$ cat src/rtl/ccip_mux_pkg.sv
// Shared types and helpers for the CCI-P Tx channel schedulers.
package ccip_mux_pkg;

  typedef enum logic {
    IDLE  = 1'b0,
    BURST = 1'b1
  } t_sched_state;

  localparam int SCHED_DEFAULT_WEIGHT = 1;

  // Wrapped increment; also correct for non-power-of-2 requester counts.
  function automatic int wrap_inc(input int idx, input int n);
    return (idx + 1 >= n) ? 0 : idx + 1;
  endfunction

endpackage

$ cat src/rtl/tx_wrr_sched_if.sv
// Request/config/grant bundle between the Tx FIFO wrapper and tx_wrr_sched.
interface tx_wrr_sched_if #(
  parameter int N_SUBAFUS    = 16,
  parameter int WEIGHT_WIDTH = 4,
  parameter int LOGN         = $clog2(N_SUBAFUS)
);
  logic [N_SUBAFUS-1:0]    req_v;
  logic                    dn_almFull;
  logic                    cfg_wen;
  logic [LOGN-1:0]         cfg_idx;
  logic [WEIGHT_WIDTH-1:0] cfg_weight;
  logic                    grant_v;
  logic [LOGN-1:0]         grant_idx;
  logic [N_SUBAFUS-1:0]    grant_onehot;
  logic                    stall;

  modport master (
    output req_v, dn_almFull, cfg_wen, cfg_idx, cfg_weight,
    input  grant_v, grant_idx, grant_onehot, stall
  );

  modport slave (
    input  req_v, dn_almFull, cfg_wen, cfg_idx, cfg_weight,
    output grant_v, grant_idx, grant_onehot, stall
  );
endinterface

$ cat src/rtl/rr_find_next.sv
// Combinational round-robin search: first set bit of eligible at or after start,
// wrapping. Rotate, priority-encode, then un-rotate.
module rr_find_next #(
  parameter int N    = 16,
  parameter int LOGN = $clog2(N)
) (
  input  logic [N-1:0]    eligible,
  input  logic [LOGN-1:0] start,
  output logic            found,
  output logic [LOGN-1:0] idx
);

  logic [N-1:0]    rot;
  logic [LOGN-1:0] ofs;

  always_comb begin
    int s;
    rot = '0;
    ofs = '0;
    s   = 0;
    for (int k = 0; k < N; k++) begin
      s = int'(start) + k;
      if (s >= N) s = s - N;
      rot[k] = eligible[LOGN'(s)];
    end
    found = |rot;
    for (int k = N - 1; k >= 0; k--) begin
      if (rot[k]) ofs = LOGN'(k);
    end
    s = int'(start) + int'(ofs);
    if (s >= N) s = s - N;
    idx = LOGN'(s);
  end

endmodule

$ cat src/rtl/tx_wrr_sched.sv
// Work-conserving weighted round-robin scheduler for one CCI-P Tx channel.
// Grant outputs are registered; one grant per cycle at most.
module tx_wrr_sched
  import ccip_mux_pkg::*;
#(
  parameter  int N_SUBAFUS    = 16,
  parameter  int WEIGHT_WIDTH = 4,
  localparam int LOGN         = $clog2(N_SUBAFUS)
) (
  input logic           clk,
  input logic           resetb,
  tx_wrr_sched_if.slave bus
);

  t_sched_state                           state_q, state_n;
  logic [LOGN-1:0]                        owner_q, owner_n;
  logic [WEIGHT_WIDTH-1:0]                budget_q, budget_n;
  logic [N_SUBAFUS-1:0][WEIGHT_WIDTH-1:0] weight_q;
  logic [N_SUBAFUS-1:0]                   eligible;
  logic [LOGN-1:0]                        start_idx, found_idx;
  logic                                   found, cfg_ok;
  logic                                   gv_n, stall_n;
  logic [LOGN-1:0]                        gidx_n;
  logic [N_SUBAFUS-1:0]                   goh_n;

  always_comb begin
    eligible = '0;
    for (int i = 0; i < N_SUBAFUS; i++)
      eligible[i] = bus.req_v[i] && (weight_q[i] != '0);
  end

  assign start_idx = LOGN'(wrap_inc(int'(owner_q), N_SUBAFUS));

  rr_find_next #(.N(N_SUBAFUS), .LOGN(LOGN)) u_find (
    .eligible (eligible),
    .start    (start_idx),
    .found    (found),
    .idx      (found_idx)
  );

  if (N_SUBAFUS == (1 << LOGN)) begin : g_pow2
    assign cfg_ok = 1'b1;
  end else begin : g_npow2
    assign cfg_ok = ({1'b0, bus.cfg_idx} < (LOGN+1)'(N_SUBAFUS));
  end

  always_comb begin
    state_n  = state_q;
    owner_n  = owner_q;
    budget_n = budget_q;
    gv_n     = 1'b0;
    gidx_n   = '0;
    stall_n  = 1'b0;
    goh_n    = '0;
    if (bus.dn_almFull) begin
      // Hold owner/budget/state so the burst resumes where it left off.
      stall_n = |eligible;
    end else if (state_q == BURST && eligible[owner_q] && budget_q != '0) begin
      gv_n     = 1'b1;
      gidx_n   = owner_q;
      budget_n = budget_q - WEIGHT_WIDTH'(1);
      state_n  = (budget_q == WEIGHT_WIDTH'(1)) ? IDLE : BURST;
    end else if (found) begin
      gv_n     = 1'b1;
      gidx_n   = found_idx;
      owner_n  = found_idx;
      budget_n = weight_q[found_idx] - WEIGHT_WIDTH'(1);
      state_n  = (weight_q[found_idx] > WEIGHT_WIDTH'(1)) ? BURST : IDLE;
    end else begin
      state_n  = IDLE;
      budget_n = '0;
    end
    for (int i = 0; i < N_SUBAFUS; i++)
      goh_n[i] = gv_n && (gidx_n == LOGN'(i));
  end

  always_ff @(posedge clk) begin
    if (!resetb) begin
      state_q          <= IDLE;
      owner_q          <= LOGN'(N_SUBAFUS - 1);
      budget_q         <= '0;
      for (int i = 0; i < N_SUBAFUS; i++)
        weight_q[i]    <= WEIGHT_WIDTH'(SCHED_DEFAULT_WEIGHT);
      bus.grant_v      <= 1'b0;
      bus.grant_idx    <= '0;
      bus.grant_onehot <= '0;
      bus.stall        <= 1'b0;
    end else begin
      state_q          <= state_n;
      owner_q          <= owner_n;
      budget_q         <= budget_n;
      // Decision above already used the old weight for this cycle.
      if (bus.cfg_wen && cfg_ok)
        weight_q[bus.cfg_idx] <= bus.cfg_weight;
      bus.grant_v      <= gv_n;
      bus.grant_idx    <= gidx_n;
      bus.grant_onehot <= goh_n;
      bus.stall        <= stall_n;
    end
  end

endmodule

$ cat src/flat_wrapper.sv
// flat-port wrapper written by rule: the top's interface ports become plain ports
module tx_wrr_sched_flat import ccip_mux_pkg::*;
#(
  parameter  int N_SUBAFUS    = 16,
  parameter  int WEIGHT_WIDTH = 4,
  localparam int LOGN         = $clog2(N_SUBAFUS)
)
  (clk, resetb, bus_req_v, bus_dn_almFull, bus_cfg_wen, bus_cfg_idx, bus_cfg_weight, bus_grant_v, bus_grant_idx, bus_grant_onehot, bus_stall);
  tx_wrr_sched_if #(.N_SUBAFUS(N_SUBAFUS), .WEIGHT_WIDTH(WEIGHT_WIDTH)) bus_i ();
  input logic clk;
  input logic resetb;
  input wire logic [$bits(bus_i.req_v)-1:0] bus_req_v;
  input wire logic [$bits(bus_i.dn_almFull)-1:0] bus_dn_almFull;
  input wire logic [$bits(bus_i.cfg_wen)-1:0] bus_cfg_wen;
  input wire logic [$bits(bus_i.cfg_idx)-1:0] bus_cfg_idx;
  input wire logic [$bits(bus_i.cfg_weight)-1:0] bus_cfg_weight;
  output wire logic [$bits(bus_i.grant_v)-1:0] bus_grant_v;
  output wire logic [$bits(bus_i.grant_idx)-1:0] bus_grant_idx;
  output wire logic [$bits(bus_i.grant_onehot)-1:0] bus_grant_onehot;
  output wire logic [$bits(bus_i.stall)-1:0] bus_stall;
  assign bus_i.req_v = bus_req_v;
  assign bus_i.dn_almFull = bus_dn_almFull;
  assign bus_i.cfg_wen = bus_cfg_wen;
  assign bus_i.cfg_idx = bus_cfg_idx;
  assign bus_i.cfg_weight = bus_cfg_weight;
  assign bus_grant_v = bus_i.grant_v;
  assign bus_grant_idx = bus_i.grant_idx;
  assign bus_grant_onehot = bus_i.grant_onehot;
  assign bus_stall = bus_i.stall;
  tx_wrr_sched #(.N_SUBAFUS(N_SUBAFUS), .WEIGHT_WIDTH(WEIGHT_WIDTH)) u_core (.clk(clk), .resetb(resetb), .bus(bus_i));
endmodule
$ cat config.mk
export PLATFORM = sky130hd
export DESIGN_NAME = tx_wrr_sched_flat
export DESIGN_NICKNAME = d
export VERILOG_FILES = /design/src/rtl/ccip_mux_pkg.sv /design/src/rtl/tx_wrr_sched_if.sv /design/src/rtl/rr_find_next.sv /design/src/rtl/tx_wrr_sched.sv /design/src/flat_wrapper.sv
export SDC_FILE = /design/constraint.sdc
export NUM_CORES = 1
export LEC_CHECK = 0
export BUFFER_PORTS_ARGS = -buffer_cell sky130_fd_sc_hd__buf_2
export CAP_MARGIN = 20
export CELL_PAD_IN_SITES_DETAIL_PLACEMENT = 1
export CELL_PAD_IN_SITES_GLOBAL_PLACEMENT = 2
export CORE_AREA = 2 2 124 126
export CTS_BUF_LIST = sky130_fd_sc_hd__clkbuf_4 sky130_fd_sc_hd__clkbuf_8 sky130_fd_sc_hd__clkbuf_16
export CTS_CLUSTER_DIAMETER = 200
export DETAILED_ROUTE_END_ITERATION = 16
export DIE_AREA = 0 0 126 128
export GPL_TIMING_DRIVEN = 0
export PLACE_DENSITY = 0.94
export SLEW_MARGIN = 40
export SYNTH_ARGS = -nofsm -noshare
export SYNTH_HDL_FRONTEND = slang
export SYNTH_HIERARCHICAL = 1
export SYNTH_SLANG_ARGS = --single-unit
export TNS_END_PERCENT = 10
$ cat constraint.sdc
create_clock -name clk -period 10.35 [get_ports clk]
set_input_delay 3.105 -clock clk [delete_from_list [all_inputs] [get_ports clk]]
set_output_delay 3.105 -clock clk [all_outputs]
set_load 0.03 [all_outputs]
; Word-level counts from Yosys, hierarchy flattened
; Cells that the tools add are included.
[word_totals]
ff_bits = 95
in_bits = 28
out_inout_bits = 22
elab_cells = 274
[op_classes]
addsub = 36
n_lt_le_gt_ge = 39
n_eq_ne = 16
mux = 101
bitwise = 2
reduce_logical = 57
[op_table]
columns = op, count
row1 = 4-bit 2-to-1 mux, 41
row2 = 4-bit by 6-bit < comparator with 1-bit output (second input constant), 16
row3 = 5-bit >= comparator (second input constant), 17
row4 = 4-bit by 1-bit subtractor with 4-bit output (second input constant), 19
row5 = 1-bit binary-select mux with 4-bit select, 17
row6 = 4-bit nonzero test, 17
row7 = 64-bit bitwise mux, 1
row8 = 4-bit by 4-bit adder with 5-bit output (second input constant), 8
row9 = 1-bit 2-to-1 mux, 40
row10 = 1-bit logical AND, 35
row11 = 4-bit == test (second input constant), 8
row12 = 16-bit OR reduction, 2
row13 = 4-bit by 3-bit adder with 5-bit output (second input constant), 4
row14 = 4-bit binary-select mux with 4-bit select, 1
row15 = 4-bit demux with 4-bit select, 1
row16 = 4-bit by 3-bit == test with 1-bit output (second input constant), 4
row17 = 4-bit by 5-bit < comparator with 1-bit output (second input constant), 3
row18 = 4-bit by 1-bit adder with 5-bit output (second input constant), 2
row19 = 4-bit by 2-bit adder with 5-bit output (second input constant), 2
row20 = 4-bit by 1-bit == test with 1-bit output (second input constant), 2
row21 = 4-bit by 2-bit == test with 1-bit output (second input constant), 2
row22 = 4-bit by 4-bit adder with 5-bit output, 1
row23 = 4-bit by 5-bit >= comparator with 1-bit output (second input constant), 1
row24 = 4-bit by 1-bit >= comparator with 1-bit output (second input constant), 1
row25 = other kinds (5), 6

; Depth between registers and ports, before layout
[depth]
ltp_word = 34
depth_mapped = 30
depth_no_buf = 25

; By module
; The synthesis kept the hierarchy.
[by_module_without_submodules]
columns = module, n_inst, cells_per_inst, area_per_inst_um2, seq_area_each_um2
row1 = tx_wrr_sched, 1, 486, 4645.7, 1901.8
row2 = rr_find_next, 1, 131, 1597.8, 0.0

; Worst setup path before layout
; Ideal clock, no wire load.
[synth_timing]
path_type = input-to-reg
from = input bus_req_v[12]
to = register u_core.budget_q[2]
setup_ps = 81
t_arrival_ps = 7581
t_required_ps = 10269
setup_slack_ps = 2688
stages = 24
path_buffers = 2
cell_sequence = o41ai_1 > inv_1 > mux4_1 > mux2_2 > mux2_2 > o2111a_1 > a22oi_1 > o21ai_0 > ha_1 > inv_1 > fa_1 > inv_1 > buf_1 > clkbuf_1 > mux4_2 > a22oi_1 > nand3_1 > inv_1 > ha_1 > xnor2_1 > nand2_1 > o21ai_0 > nand2_1 > a41oi_1
[synth_between]
elab_chain_len = 28
word_cells_on_any_way = 79
classes_between = add/sub (3) / order compare (1) / mux (71) / reduce/logical (4)
[synth_rtl]
columns = element, line
row1 = "start, declared", flat_wrapper.sv:12  ; input wire logic [$bits(bus_i.req_v)-1:0] bus_req_v;
row2 = 1-bit logical AND (*), tx_wrr_sched.sv:29  ; eligible[i] = bus.req_v[i] && (weight_q[i] != '0);
row3 = named net u_core.eligible[12], tx_wrr_sched.sv:19  ; logic [N_SUBAFUS-1:0] eligible;
row4 = 1-bit binary-select mux with 4-bit select, rr_find_next.sv:24  ; rot[k] = eligible[LOGN'(s)];
row5 = 1-bit 2-to-1 mux (not written as such) (2 in series), rr_find_next.sv:24
row6 = 4-bit 2-to-1 mux (15 in series), rr_find_next.sv:28  ; if (rot[k]) ofs = LOGN'(k);
row7 = 4-bit 2-to-1 mux (*), rr_find_next.sv:28
row8 = 4-bit by 4-bit adder with 5-bit output (*), rr_find_next.sv:30  ; s = int'(start) + int'(ofs);
row9 = 4-bit by 1-bit subtractor with 4-bit output or 5-bit >= comparator (tied branches), rr_find_next.sv:31  ; if (s >= N) s = s - N;
row10 = 4-bit 2-to-1 mux (*), rr_find_next.sv:31
row11 = named net u_core.found_idx[1], tx_wrr_sched.sv:20  ; logic [LOGN-1:0] start_idx, found_idx;
row12 = 4-bit binary-select mux with 4-bit select (*), tx_wrr_sched.sv:67  ; budget_n = weight_q[found_idx] - WEIGHT_WIDTH'(1);
row13 = 4-bit 2-to-1 mux (not written as such) (*), tx_wrr_sched.sv:67
row14 = 4-bit by 1-bit subtractor with 4-bit output (*), tx_wrr_sched.sv:67
row15 = 4-bit 2-to-1 mux (*), tx_wrr_sched.sv:63  ; end else if (found) begin
row16 = 4-bit 2-to-1 mux (*), tx_wrr_sched.sv:58  ; end else if (state_q == BURST && eligible[owner_q] && budget_q != '0) begin
row17 = "end signal, assigned", tx_wrr_sched.sv:91  ; budget_q <= budget_n;
row18 = "end, declared", tx_wrr_sched.sv:17  ; logic [WEIGHT_WIDTH-1:0] budget_q, budget_n;
; The timed path passes the listed nets; every way through them passes the cells marked *. The select of a mux whose other input is x is not followed.
; A chain may end at the register's enable or synchronous reset.

; Final worst setup path
[layout_timing]
from = input bus_req_v[15]
to = register u_core.budget_q[2]
; Same word-level chain as after synthesis.

==> run_results.csv <==
group,metric,value,unit
critical_path,r2r_slack,2630,ps
drt,dr.pass1.iters,5,
sta,hold_viol_final,0,
global_route,antenna_found_initial,0,
drt,drt_iter0_markers,299,
floorplanning,dieArea,16100,µm²
sta,fin_setup_tns,0,ps
clocking,cts_num_sinks,95,
drt,vias,5242,
cells_and_area,fill_cells,1691,
clocking,post-cts-setup-buffers,0,
yosys,syn-num-nets,661,
place,pre_cts_ws,1160,ps
sta,setup_viol_count_final,0,
drt,ant_nets,0,
cells_and_area,syn_to_final_growth,13.2,%
critical_path,cpMostUsedCell,"inv_1",
global_route,grt_pass1_vias,5580,
global_route,grt_overflow_total,0,
yosys,avgSynthCellArea,10.1,µm²
yosys,synth-seq-cells,95,
critical_path,required,10630,ps
clocking,postCtsHoldBufs,0,
global_route,grt_max_degree,17,
clocking,numCtsBuffers,9,
clocking,clk_pin_slew,70,ps
floorplanning,io_pins,50,
cells_and_area,diodes,0,
clocking,tritoncts,"done",
cells_and_area,final_nets,718,
yosys,synth_edf_count,0,
clocking,cts_root_buf,"clkbuf_16",
place,dp.final_hpwl,14700,µm
global_route,grt_usage,23.9,%
cells_and_area,drive_above_1_share,20.9,%
yosys,postSynthCellCount,617,
critical_path,critPathKind,"primary input to flop",
global_route,grt_pass1_wl,30200,µm
worst_hold_path,min_from,"u_core/weight_q[12]",
place,postPlaceCellArea,6730,µm²
critical_path,slowest_stage,"clkbuf_1",
critical_path,crit_start,"bus_req_v[15]",
floorplanning,initial_core_util,42.0,%
sta,post-route-period-util,86.3,%
floorplanning,die-height,128,µm
clocking,cts_resized,0,
critical_path,critPathArrivalTime,9210,ps
clocking,clk_path_buf_depth,2,
clocking,h-tree-depth,3,
sta,finalMaxSlewViolations,0,
yosys,netlist_area,6240,µm²
drt,wl_per_cell,21.9,µm
critical_path,path_delay_family,"buffers and inverters",
yosys,ys_seq_area_share,30.5,%
floorplanning,core,14900,µm²
drt,drt-total-wl,19000,µm
drt,vias_per_cell,6.05,
yosys,yosys_warnings,6,
yosys,synth_top_flop_cell,"dfxtp_1",
sta,relSlewSlack,35.4,%
job,drv_cap,0,
sta,skew,14.4,ps
floorplanning,rows,45,
worst_hold_path,hp-class,"flop to flop",
yosys,async_flop_share,0,%
clocking,clock_latency,360,ps
drt,drcViolationCount,0,
sta,tightest_slew,957,ps
critical_path,critPathBufInv,7,
critical_path,cp_max_fo,10,
place,numPortBuffers,46,
sta,min_period,8930,ps
critical_path,end_kind,"flop",
critical_path,slowest_delay,610,ps
cells_and_area,final_area,7070,µm²
critical_path,worst_setup_path_start_kind,"primary input",
yosys,synth_cell_types,62,
sta,max_freq,0.112,GHz
run_status,status,"complete, no violations",
sta,finalWorstSetupSlack,1420,ps
sta,worst_hold_slack,509,ps
floorplanning,die_w,126,µm
critical_path,regToRegStartpoint,"u_core/owner_q[0]",
sta,rsz0062_at_grt,"false",
place,gp_congestion,0.923,
## registers in the layout, summed over array words and instances (netlist names)
name / count
u_core/weight_q: 64
u_core/bus.grant_onehot: 16
u_core/budget_q: 4
u_core/bus.grant_idx: 4
u_core/owner_q: 4
u_core/bus.grant_v: 1
u_core/bus.stall: 1
u_core/state_q: 1
## stage by stage
| step | util, % | std cells |
|---|---|---|
| 2_1_floorplan | - | 617 |
| 3_3_place_gp | 45.1 | 851 |
| 3_5_place_dp | 45.3 | 851 |
| 4_1_cts | 47.5 | 867 |
| 5_1_grt | 47.5 | 867 |
| 6_report | 47.5 | 867 |
## final timing paths
path / to / cells past startpoint
setup / recovery: u_core/budget_q[2] / 25
hold / removal: u_core/weight_q[12] / 2
setup reg to reg: u_core/budget_q[2] / 26
hold reg to reg: u_core/weight_q[12] / 2
## layout make-up
type | instances | area [µm²] | area share, %
plain buffers | 40 | 214 | 3.03
well taps | 188 | 235 | 3.33
multi-input cells | 450 | 4040 | 57.1
clock inverters | 5 | 88.8 | 1.26
inverters | 32 | 120 | 1.70
clock buffers | 11 | 240 | 3.40
flip-flops and latches | 95 | 1900 | 26.9
repair buffers | 46 | 230 | 3.26
## logic make-up (layout without fill, tap and decap cells)
group	Yosys count	after routing	share of synthesized area, %
buffers and inverters	72	134	5.35
and+or+nand+nor	199	199	16.0
adders and majority gates	16	16	3.33
DFF	95	95	30.5
AOI/OAI and AO/OA	73	73	9.26
xor gates and xnor gates	15	15	2.10
muxes	147	147	33.5
## layout by cell type (no fill, tap or decap), drive strengths merged, types with 9 or more instances in the layout
master   n
dfxtp   95
mux2i   84
nor2    65
buf     57
nand2   53
mux4    43
clkbuf  40
inv     34
mux2    20
nand3   19
ha      15
a21oi   14
o41ai   13
nor3    12
nor4     9
## Yosys cell counts (all sizes together), types with 2 or more instances
master	n	share of area, %
o41a	2	0.36
a2111oi	5	1.2
clkbuf	29	2.1
ha	15	3.0
and3	3	0.30
nor2b	8	0.84
o31a	2	0.28
inv	31	1.9
mux4	43	16
nor3	12	0.96
a31oi	3	0.30
nor4b	3	1.1
o311a	3	0.48
or4	2	0.24
o31ai	3	0.36
a22oi	4	0.48
a211oi	4	0.48
dfxtp	95	30
a21oi	14	1.1
o41ai	13	1.9
or3	5	0.50
mux2i	84	14
nand4	3	0.30
o211ai	4	0.48
xor2	8	1.1
nor2	65	3.9
nor3b	3	0.36
xnor2	7	0.98
nor4	9	1.0
or3b	2	0.28
nand3b	5	0.60
nand2b	4	0.40
buf	11	1.4
nand3	19	1.5
nand2	53	3.2
mux2	20	3.7
o21ai	8	0.64
## worst register-to-register path: cells and delay by family, from the launching register on
kind,cells,cell delay [ps]
AO/OA/AOI/OAI,7,1710
XOR/XNOR,1,140
adder cells (fa/ha/maj),3,1050
buffers and inverters,9,2510
flip-flops,1,360
multiplexers,3,1580
AND/OR/NAND/NOR,3,300
## per-layer routing
metal | share of wire [%] | up-vias | wire (µm) | global-route usage [%]
met3 | 4.8 | 34 | 911 | 4.80
met4 | 2.5 | 0 | 484 | 7.95
met1 | 43 | 2654 | 8200 | 29.7
met2 | 50 | 148 | 9410 | 41.8
li1 | - | 2406 | - | -
met5 | 0 | - | 0 | 0
Power is left out: the tool's default activity adds up to more than one toggle a clock period on the data nets, which glitch-free logic cannot reach.
